<file path="config.mk">
export PLATFORM = sky130hd
export DESIGN_NAME = cam_cmd_issuer
export DESIGN_NICKNAME = d
export VERILOG_FILES = /design/src/rtl/cam_cmd_issuer.sv
export SDC_FILE = /design/constraint.sdc
export NUM_CORES = 1
export LEC_CHECK = 0
export CAP_MARGIN = 20
export CORE_AREA = 2 2 394 396
export CTS_CLUSTER_DIAMETER = 50
export DETAILED_ROUTE_END_ITERATION = 7
export DIE_AREA = 0 0 396 398
export GPL_ROUTABILITY_DRIVEN = 0
export PLACE_DENSITY_LB_ADDON = 0.1
export SLEW_MARGIN = 20
export SYNTH_ARGS = -nofsm -noshare
export SYNTH_HDL_FRONTEND = slang
export SYNTH_SLANG_ARGS = --single-unit
</file>
<file path="constraint.sdc">
create_clock -name clk -period 3.9 [get_ports clk]
set_clock_uncertainty 0.1 [all_clocks]
set_input_delay 0.585 -clock clk [delete_from_list [all_inputs] [get_ports clk]]
set_output_delay 0.585 -clock clk [all_outputs]
set_load 0.02 [all_outputs]
</file>
<file path="src/rtl/cam_cmd_issuer.sv">
// cam_cmd_issuer: issues one command word at a time to a CAM and returns a completion record.
// Defining CAM_CMD_ISSUER_TIMEOUT_EN builds a watchdog on the wait for CAM completion.
module cam_cmd_issuer #(
    parameter int C_DATA_WIDTH   = 512,
    parameter int OP_CODE_WIDTH  = 3,
    parameter int TIMEOUT_CYCLES = 1024
) (
    input  logic                     clk,
    input  logic                     rst_n,
    input  logic                     cmd_valid,
    output logic                     cmd_ready,
    input  logic [OP_CODE_WIDTH-1:0] cmd_op,
    input  logic [C_DATA_WIDTH-33:0] cmd_payload,
    output logic [C_DATA_WIDTH-1:0]  data_out,
    output logic                     data_out_valid,
    input  logic                     search_end,
    input  logic                     update_all_end,
    output logic                     resp_valid,
    input  logic                     resp_ready,
    output logic [OP_CODE_WIDTH-1:0] resp_op,
    output logic                     resp_err,
    output logic                     resp_timeout,
    output logic [15:0]              cmd_count
);

    localparam logic [OP_CODE_WIDTH-1:0] OP_UPDATE_ALL = OP_CODE_WIDTH'(1);
    localparam logic [OP_CODE_WIDTH-1:0] OP_SEARCH     = OP_CODE_WIDTH'(2);
    localparam logic [OP_CODE_WIDTH-1:0] OP_UPDATE_ONE = OP_CODE_WIDTH'(3);

    typedef enum logic [1:0] {
        IDLE     = 2'd0,
        ISSUE    = 2'd1,
        WAIT_END = 2'd2,
        RESP     = 2'd3
    } state_t;

    state_t                   state_r;
    logic [OP_CODE_WIDTH-1:0] op_r;
    logic                     end_hit_s;
    logic                     wd_expire_s;

    function automatic logic op_is_legal(input logic [OP_CODE_WIDTH-1:0] op);
        case (op)
            OP_UPDATE_ALL, OP_SEARCH, OP_UPDATE_ONE: return 1'b1;
            default:                                 return 1'b0;
        endcase
    endfunction

    // Selects the completion strobe that belongs to the opcode in flight
    always_comb begin
        end_hit_s = 1'b0;
        if (op_r == OP_UPDATE_ALL) begin
            end_hit_s = update_all_end;
        end else begin
            end_hit_s = search_end;
        end
    end

`ifdef CAM_CMD_ISSUER_TIMEOUT_EN
    localparam int WD_W = $clog2(TIMEOUT_CYCLES);

    logic [WD_W-1:0] wdog_r;

    assign wd_expire_s = (state_r == WAIT_END) && (wdog_r == WD_W'(TIMEOUT_CYCLES - 1));

    // Counts cycles spent waiting for completion; held at zero in every other state
    always_ff @(posedge clk or negedge rst_n) begin
        if (!rst_n) begin
            wdog_r <= '0;
        end else if ((state_r == WAIT_END) && !wd_expire_s) begin
            wdog_r <= wdog_r + WD_W'(1);
        end else begin
            wdog_r <= '0;
        end
    end
`else
    logic unused_timeout_s;

    assign wd_expire_s      = 1'b0;
    assign unused_timeout_s = (TIMEOUT_CYCLES != 0);
`endif

    // Request sequencing; every port-facing output is a register updated with the state
    always_ff @(posedge clk or negedge rst_n) begin
        if (!rst_n) begin
            state_r        <= IDLE;
            op_r           <= '0;
            cmd_ready      <= 1'b0;
            data_out       <= '0;
            data_out_valid <= 1'b0;
            resp_valid     <= 1'b0;
            resp_op        <= '0;
            resp_err       <= 1'b0;
            resp_timeout   <= 1'b0;
            cmd_count      <= 16'h0000;
        end else begin
            case (state_r)
                IDLE: begin
                    if (cmd_valid && cmd_ready) begin
                        cmd_ready <= 1'b0;
                        op_r      <= cmd_op;
                        if (op_is_legal(cmd_op)) begin
                            state_r        <= ISSUE;
                            data_out       <= {cmd_payload, 32'(cmd_op)};
                            data_out_valid <= 1'b1;
                        end else begin
                            // Illegal opcodes never reach the CAM
                            state_r      <= RESP;
                            resp_valid   <= 1'b1;
                            resp_op      <= cmd_op;
                            resp_err     <= 1'b1;
                            resp_timeout <= 1'b0;
                        end
                    end else begin
                        cmd_ready <= 1'b1;
                    end
                end
                ISSUE: begin
                    state_r        <= WAIT_END;
                    data_out       <= '0;
                    data_out_valid <= 1'b0;
                    cmd_count      <= cmd_count + 16'd1;
                end
                WAIT_END: begin
                    if (end_hit_s) begin
                        state_r      <= RESP;
                        resp_valid   <= 1'b1;
                        resp_op      <= op_r;
                        resp_err     <= 1'b0;
                        resp_timeout <= 1'b0;
                    end else if (wd_expire_s) begin
                        state_r      <= RESP;
                        resp_valid   <= 1'b1;
                        resp_op      <= op_r;
                        resp_err     <= 1'b0;
                        resp_timeout <= 1'b1;
                    end else begin
                        state_r <= WAIT_END;
                    end
                end
                RESP: begin
                    if (resp_ready) begin
                        state_r      <= IDLE;
                        cmd_ready    <= 1'b1;
                        resp_valid   <= 1'b0;
                        resp_op      <= '0;
                        resp_err     <= 1'b0;
                        resp_timeout <= 1'b0;
                    end else begin
                        state_r <= RESP;
                    end
                end
                default: begin
                    state_r        <= IDLE;
                    cmd_ready      <= 1'b0;
                    data_out       <= '0;
                    data_out_valid <= 1'b0;
                    resp_valid     <= 1'b0;
                    resp_op        <= '0;
                    resp_err       <= 1'b0;
                    resp_timeout   <= 1'b0;
                end
            endcase
        end
    end

endmodule

</file>
Word level (Yosys, flattened, before mapping)
Cells that the tools add are included.
Word-level totals
  logic and storage cells: 66
  input port bits: 489
  bits in registers: 541
Operators by class
  $add $sub $neg: 1
  multiplexer cells: 33
  reductions and logical operators: 10
  eq/ne operators: 12
Operators with widths (number)
  512-bit two-way mux: 2
  512-bit one-hot mux with 2 select lines: 1
  16-bit by 1-bit adder with 16-bit output, second input constant: 1
  1-bit two-way mux: 16
  3-bit two-way mux: 4
  2-bit != test, second input constant: 5
  1-bit one-hot mux with 3 select lines: 3
  3-bit one-hot mux with 3 select lines: 1
  2-bit one-hot mux with 4 select lines: 1
  3-bit by 1-bit == test with 1-bit output, second input constant: 2
  3-bit by 2-bit == test with 1-bit output, second input constant: 2
  2-bit two-way mux: 3
  5-bit AND reduction: 1
  2-bit == test, second input constant: 2
  1-bit one-hot mux with 2 select lines: 2
  2-bit AND reduction: 2
  2-bit nonzero test: 2
  3-bit AND reduction: 1
  3-bit nonzero test: 1
  3-bit OR reduction: 1
  2-bit by 1-bit == test with 1-bit output, second input constant: 1
  2-bit zero test: 1
  1-bit logical AND: 1

Longest topological paths before layout
  depth in word-level cells: 8
  mapped depth: 7
  depth with buffers taken out: 4

Worst setup path after synthesis
No wires, ideal clock.
  kind: input to register
  start point: input cmd_op[1]
  end point: register resp_op[0]
  arrival time: 1.601 ns
  cell stages on the path: 4
  required time: 3.675 ns
  path slack: 2.074 ns
  path through: o21bai_2 > nand4_1 > a21oi_1 > mux2_2
On the way
  word-level cells in the longest chain between the ends: 7
  elaborated cells on any way between the ends: 9
  classes of those cells: eq/ne: 4; mux: 3; reduce/logical: 2
Ends and longest elaborated chain
  start: declaration: RTL line 12  | input logic [OP_CODE_WIDTH-1:0] cmd_op,
  3-bit by 1-bit == test with 1-bit output or 3-bit by 2-bit == test with 1-bit output (tied branches): RTL line 43  | case (op)
  3-bit OR reduction *: RTL line 43
  1-bit two-way mux *: RTL line 43
  1-bit two-way mux *: RTL line 99  | if (cmd_valid && cmd_ready) begin
  1-bit two-way mux *: RTL line 97  | case (state_r)
  2-bit != test (no line) *
  5-bit AND reduction (no line) *
  end signal: assignment: RTL line 110  | resp_op <= cmd_op;
  end signal: assignment: RTL line 128  | resp_op <= op_r;
  end signal: assignment: RTL line 134  | resp_op <= op_r;
  end: declaration: RTL line 20  | output logic [OP_CODE_WIDTH-1:0] resp_op,
Every way passes the cells marked *; elsewhere a longest branch is shown, timed or not. The select of a mux whose other input is x is not followed.
A chain may end at the register's enable or synchronous reset.

Final worst setup path
  start point: register cmd_ready
  end point: output cmd_ready
RTL lines
  start: declaration: RTL line 11  | output logic cmd_ready,
  start signal: assignment: RTL line 88  | cmd_ready <= 1'b0;
  start signal: assignment: RTL line 100  | cmd_ready <= 1'b0;
  start signal: assignment: RTL line 115  | cmd_ready <= 1'b1;
No word-level cell between the ends.

==> impl_results.md <==
* Most frequent cell after synthesis: dfrtp_1
* Clock Sinks at slightly above 500
* Final ANT Viol Nets at 0
* Initial antenna violation count at 23
* Post-synth ARST share at 100%
* Top cells by area, synth: dfrtp_1, a22o_1, buf_4
* Nets@finish at 2739
* Total wire length at 93.2 mm
* Min-delay src: data_out_valid$_DFFE_PN0P_
* Reg clk slew, reported paths at about 0.060 ns
* DP Cell Count at 4190
* Slew Limit Headroom at 39.8%
* Routed WL per cell at 21.3 um
* Die area at 158000 um2
* Setup ws final at 1.20 ns
* Slew @ Worst Pin at 0.903 ns
* Critical path required time at between 3 and 4 ns
* Hold EP: data_out_valid$_DFFE_PN0P_
* Comb power frac at a little under two fifths
* Pin count of the biggest net entering global routing at 79
* Slowest stage cell, crit path: clkdlybuf4s50_1
* Post-Layout Cell Count at 4381
* Std-Cell Rows at 144
* Pleak at 14.7 nW
* Clock H-tree levels at 3
* Drt pass-1 iters at 4
* Critical R2R Capture: data_out[451]$_DFFE_PN0P_
* Filler cell count in the final layout at 16.3k
* IO buf count at 994
* Final hold slack at ~0.38 ns
* Hold Crit Class: reg -> reg
* Area taken by multi-input logic gates at 4900 um2
* HPWL Detailed at 68.8 mm
* WHS Path Cells at 1
* Switch Pwr at 9.72 mW
* CTS tree: yes
* RSZ-0062 raised after global routing: false
* Synth Instances at 1218
* Avg Cell Area, Syn at 15.2 um2
* Area grow syn2layout at 86.3%
* Initial core utilization at 12.0%
* CTS buffer count at 100
* Post-synthesis sequential area ratio at 69.2%
* DIE WIDTH at between 300 and 400 um
* FF-to-FF path depth at 6
* Register area at 12800 um2
* Synth warnings at 0
* Status: completed
* CORE AREA at 153000 um2
* WP data arrival at 2.01 ns
* Synth top area share at between 60% and 70%
* Fin crit share at 69.1%
* Maximum vdd ir drop at 0.000341 V
* Synthesized area at 18500 um2
* Top_reg_cell synth: dfrtp_1
* Final Hold Fails at 0
* Reg-to-reg slack, setup at ~1.5 ns
* First-pass GRT wire length at ~130 mm
* Chip Height at 398 um
* Vias in the first global route at 17.1k
* Top Family by Delay on Critical Path: buffers and inverters
* Post-synth top cells: dfrtp_1, a22o_1, buf_4, buf_2, xnor2_1
* Pre-CTS WS at ~0.95 ns
* Clk buf depth at 3
* Grt ovf at 0
* Gates resized, CTS repair at 0
* Final Setup Violations at 0
* Critical path depth at 1
* Total GRT Usage at 11.4%
* Min Tclk post-route at between 2 and 3 ns
* Later-pin clock latency in the skew report at 0.67 ns
* Cell variety after synth at 31
* CP cell instances: clkdlybuf4s50_1
* Reg power frac at 29.7%
* Max-Cap Viols at 0
* Crit start category: register
* Via density at 3.48
* Clock network fraction of total power at roughly a third
* Vias at 15.3k
* R2R Path Start: state_r[0]$_DFFE_PN0P_
* Residual DRC at 0
* Flip-flop and latch count after synthesis at 511
* Max frequency at 371 MHz
* Worst path bufs/invs at 1
* Internal power at 17.9 mW
* Kind of critical path: reg -> out
* Setup TNS at 0 ns
* Fraction of layout cells with a size suffix above 1 at 9.87%
* Net Sw Frac at 35.2%
* Slowest stage delay, CP at 0.84 ns
* Util after Layout at between 20% and 30%
* Post-synth EDFFs at 0
* Root Buffer: clkbuf_16
* Io pins at between 1k and 1.5k
* Largest fanout on the critical path at 6
* Pins over their slew limit at 0
* Setup crit end kind: output port
* Initial DRC count at 593
* Yosys top cell by area: dfrtp_1
* PD cells at 803 nW/um2
[routing by layer]
layer | vias up | global-route usage, % | share of wire, %
met3 | 171 | 5.78 | 11
met4 | 32 | 3.74 | 2.8
met1 | 7648 | 12.1 | 36
li1 | 6705 | - | -
met2 | 711 | 19.5 | 50
met5 | - | 0 | 0.24
[cells in the final DEF, fill, tap and decap left out, drive strengths merged]
master and count:
a22o 482, xor2 3, nand3 7, clkdlybuf4s50 993, and2 1, buf 47, inv 8, and3b 1
dfrtp 511, conb 30, and3 2, o21a 1, nor3b 3, nor2 3, xnor2 12, diode 6
clkinvlp 12, a21oi 3, nor2b 2, mux2 8, o21bai 2, clkbuf 124, nand2 11, dlygate4sd3 1
o21ai 6, bufinv 16, and4 4, nor3 2, nand4 4, a31oi 1, clkinv 29, ha 1
a21o 1
[layout make-up]
| type | instances | area share, % |
|---|---|---|
| repair buffers | 1041 | 30.6 |
| well taps | 2044 | 7.43 |
| flip-flops and latches | 511 | 37.2 |
| clock inverters | 60 | 2.56 |
| multi-input cells | 590 | 14.2 |
| diodes | 6 | 0.0436 |
| inverters | 5 | 0.0545 |
| clock buffers | 124 | 7.91 |
[how the worst max path moves through the flow]
stage / end / slack (ns) / startpoint
final: cmd_ready / 1.20 / cmd_ready$_DFFE_PN0P_
after global routing: cmd_ready / 1.04 / cmd_ready$_DFFE_PN0P_
after floorplan: resp_op[0]$_DFFE_PN0P_ / 2.07 / cmd_op[1]
after detailed placement: data_out[69]$_DFFE_PN0P_ / 0.95 / cmd_op[1]
after global placement: data_out[96]$_DFFE_PN0P_ / 1.00 / cmd_op[1]
after CTS: cmd_ready / 1.07 / cmd_ready$_DFFE_PN0P_
[power groups by stage]
stage,logic [mW],registers [mW],clock network (mW)
final,10.2,8.21,9.25
after global routing,10.7,8.45,9.84
after CTS,10.4,8.23,9.61
after detailed placement,10.4,8.23,0
after global placement,10.4,8.29,0
after floorplan,2.66,10.2,0
[cells by family (layout without fill, tap and decap cells)]
group | Yosys count | after routing | share of synthesized area, %
AOI/OAI and AO/OA | 496 | 496 | 23.3
xor gates and xnor gates | 15 | 15 | 0.711
adders and majority gates | 1 | 1 | 0.0677
buffers and inverters | 146 | 1230 | 4.92
DFF | 511 | 511 | 69.2
muxes | 8 | 8 | 0.488
other | 1 | 36 | 0.0203
and+or+nand+nor | 40 | 40 | 1.25
[metrics by stage]
stage | power, mW | cell area, um2
4_1_cts | 28.2 | 34400
6_report | 27.6 | 34400
3_3_place_gp | 18.7 | 30800
3_5_place_dp | 18.6 | 30800
2_1_floorplan | 12.9 | 18600
5_1_grt | 29.0 | 34400
[timing repair]
item	in CTS	in global routing
hold buffers	1	0
setup buffers	0	0
endpoints found under the hold margin	61	0
[worst reg2reg max path, delay by kind of cell, from the launching register on]
family / cells / cell delay, ns
simple gates: 2 / 0.34
buf+inv: 3 / 1.12
compound gates: 1 / 0.28
flops: 1 / 0.51
[sequential cells by signal, indices dropped and copies added, names as in the netlist]
| signal | count |
|---|---|
| data_out | 483 |
| cmd_count | 16 |
| op_r | 3 |
| resp_op | 3 |
| state_r | 2 |
| cmd_ready | 1 |
| data_out_valid | 1 |
| resp_err | 1 |
| resp_valid | 1 |
Power figures use the tool's default switching activity.
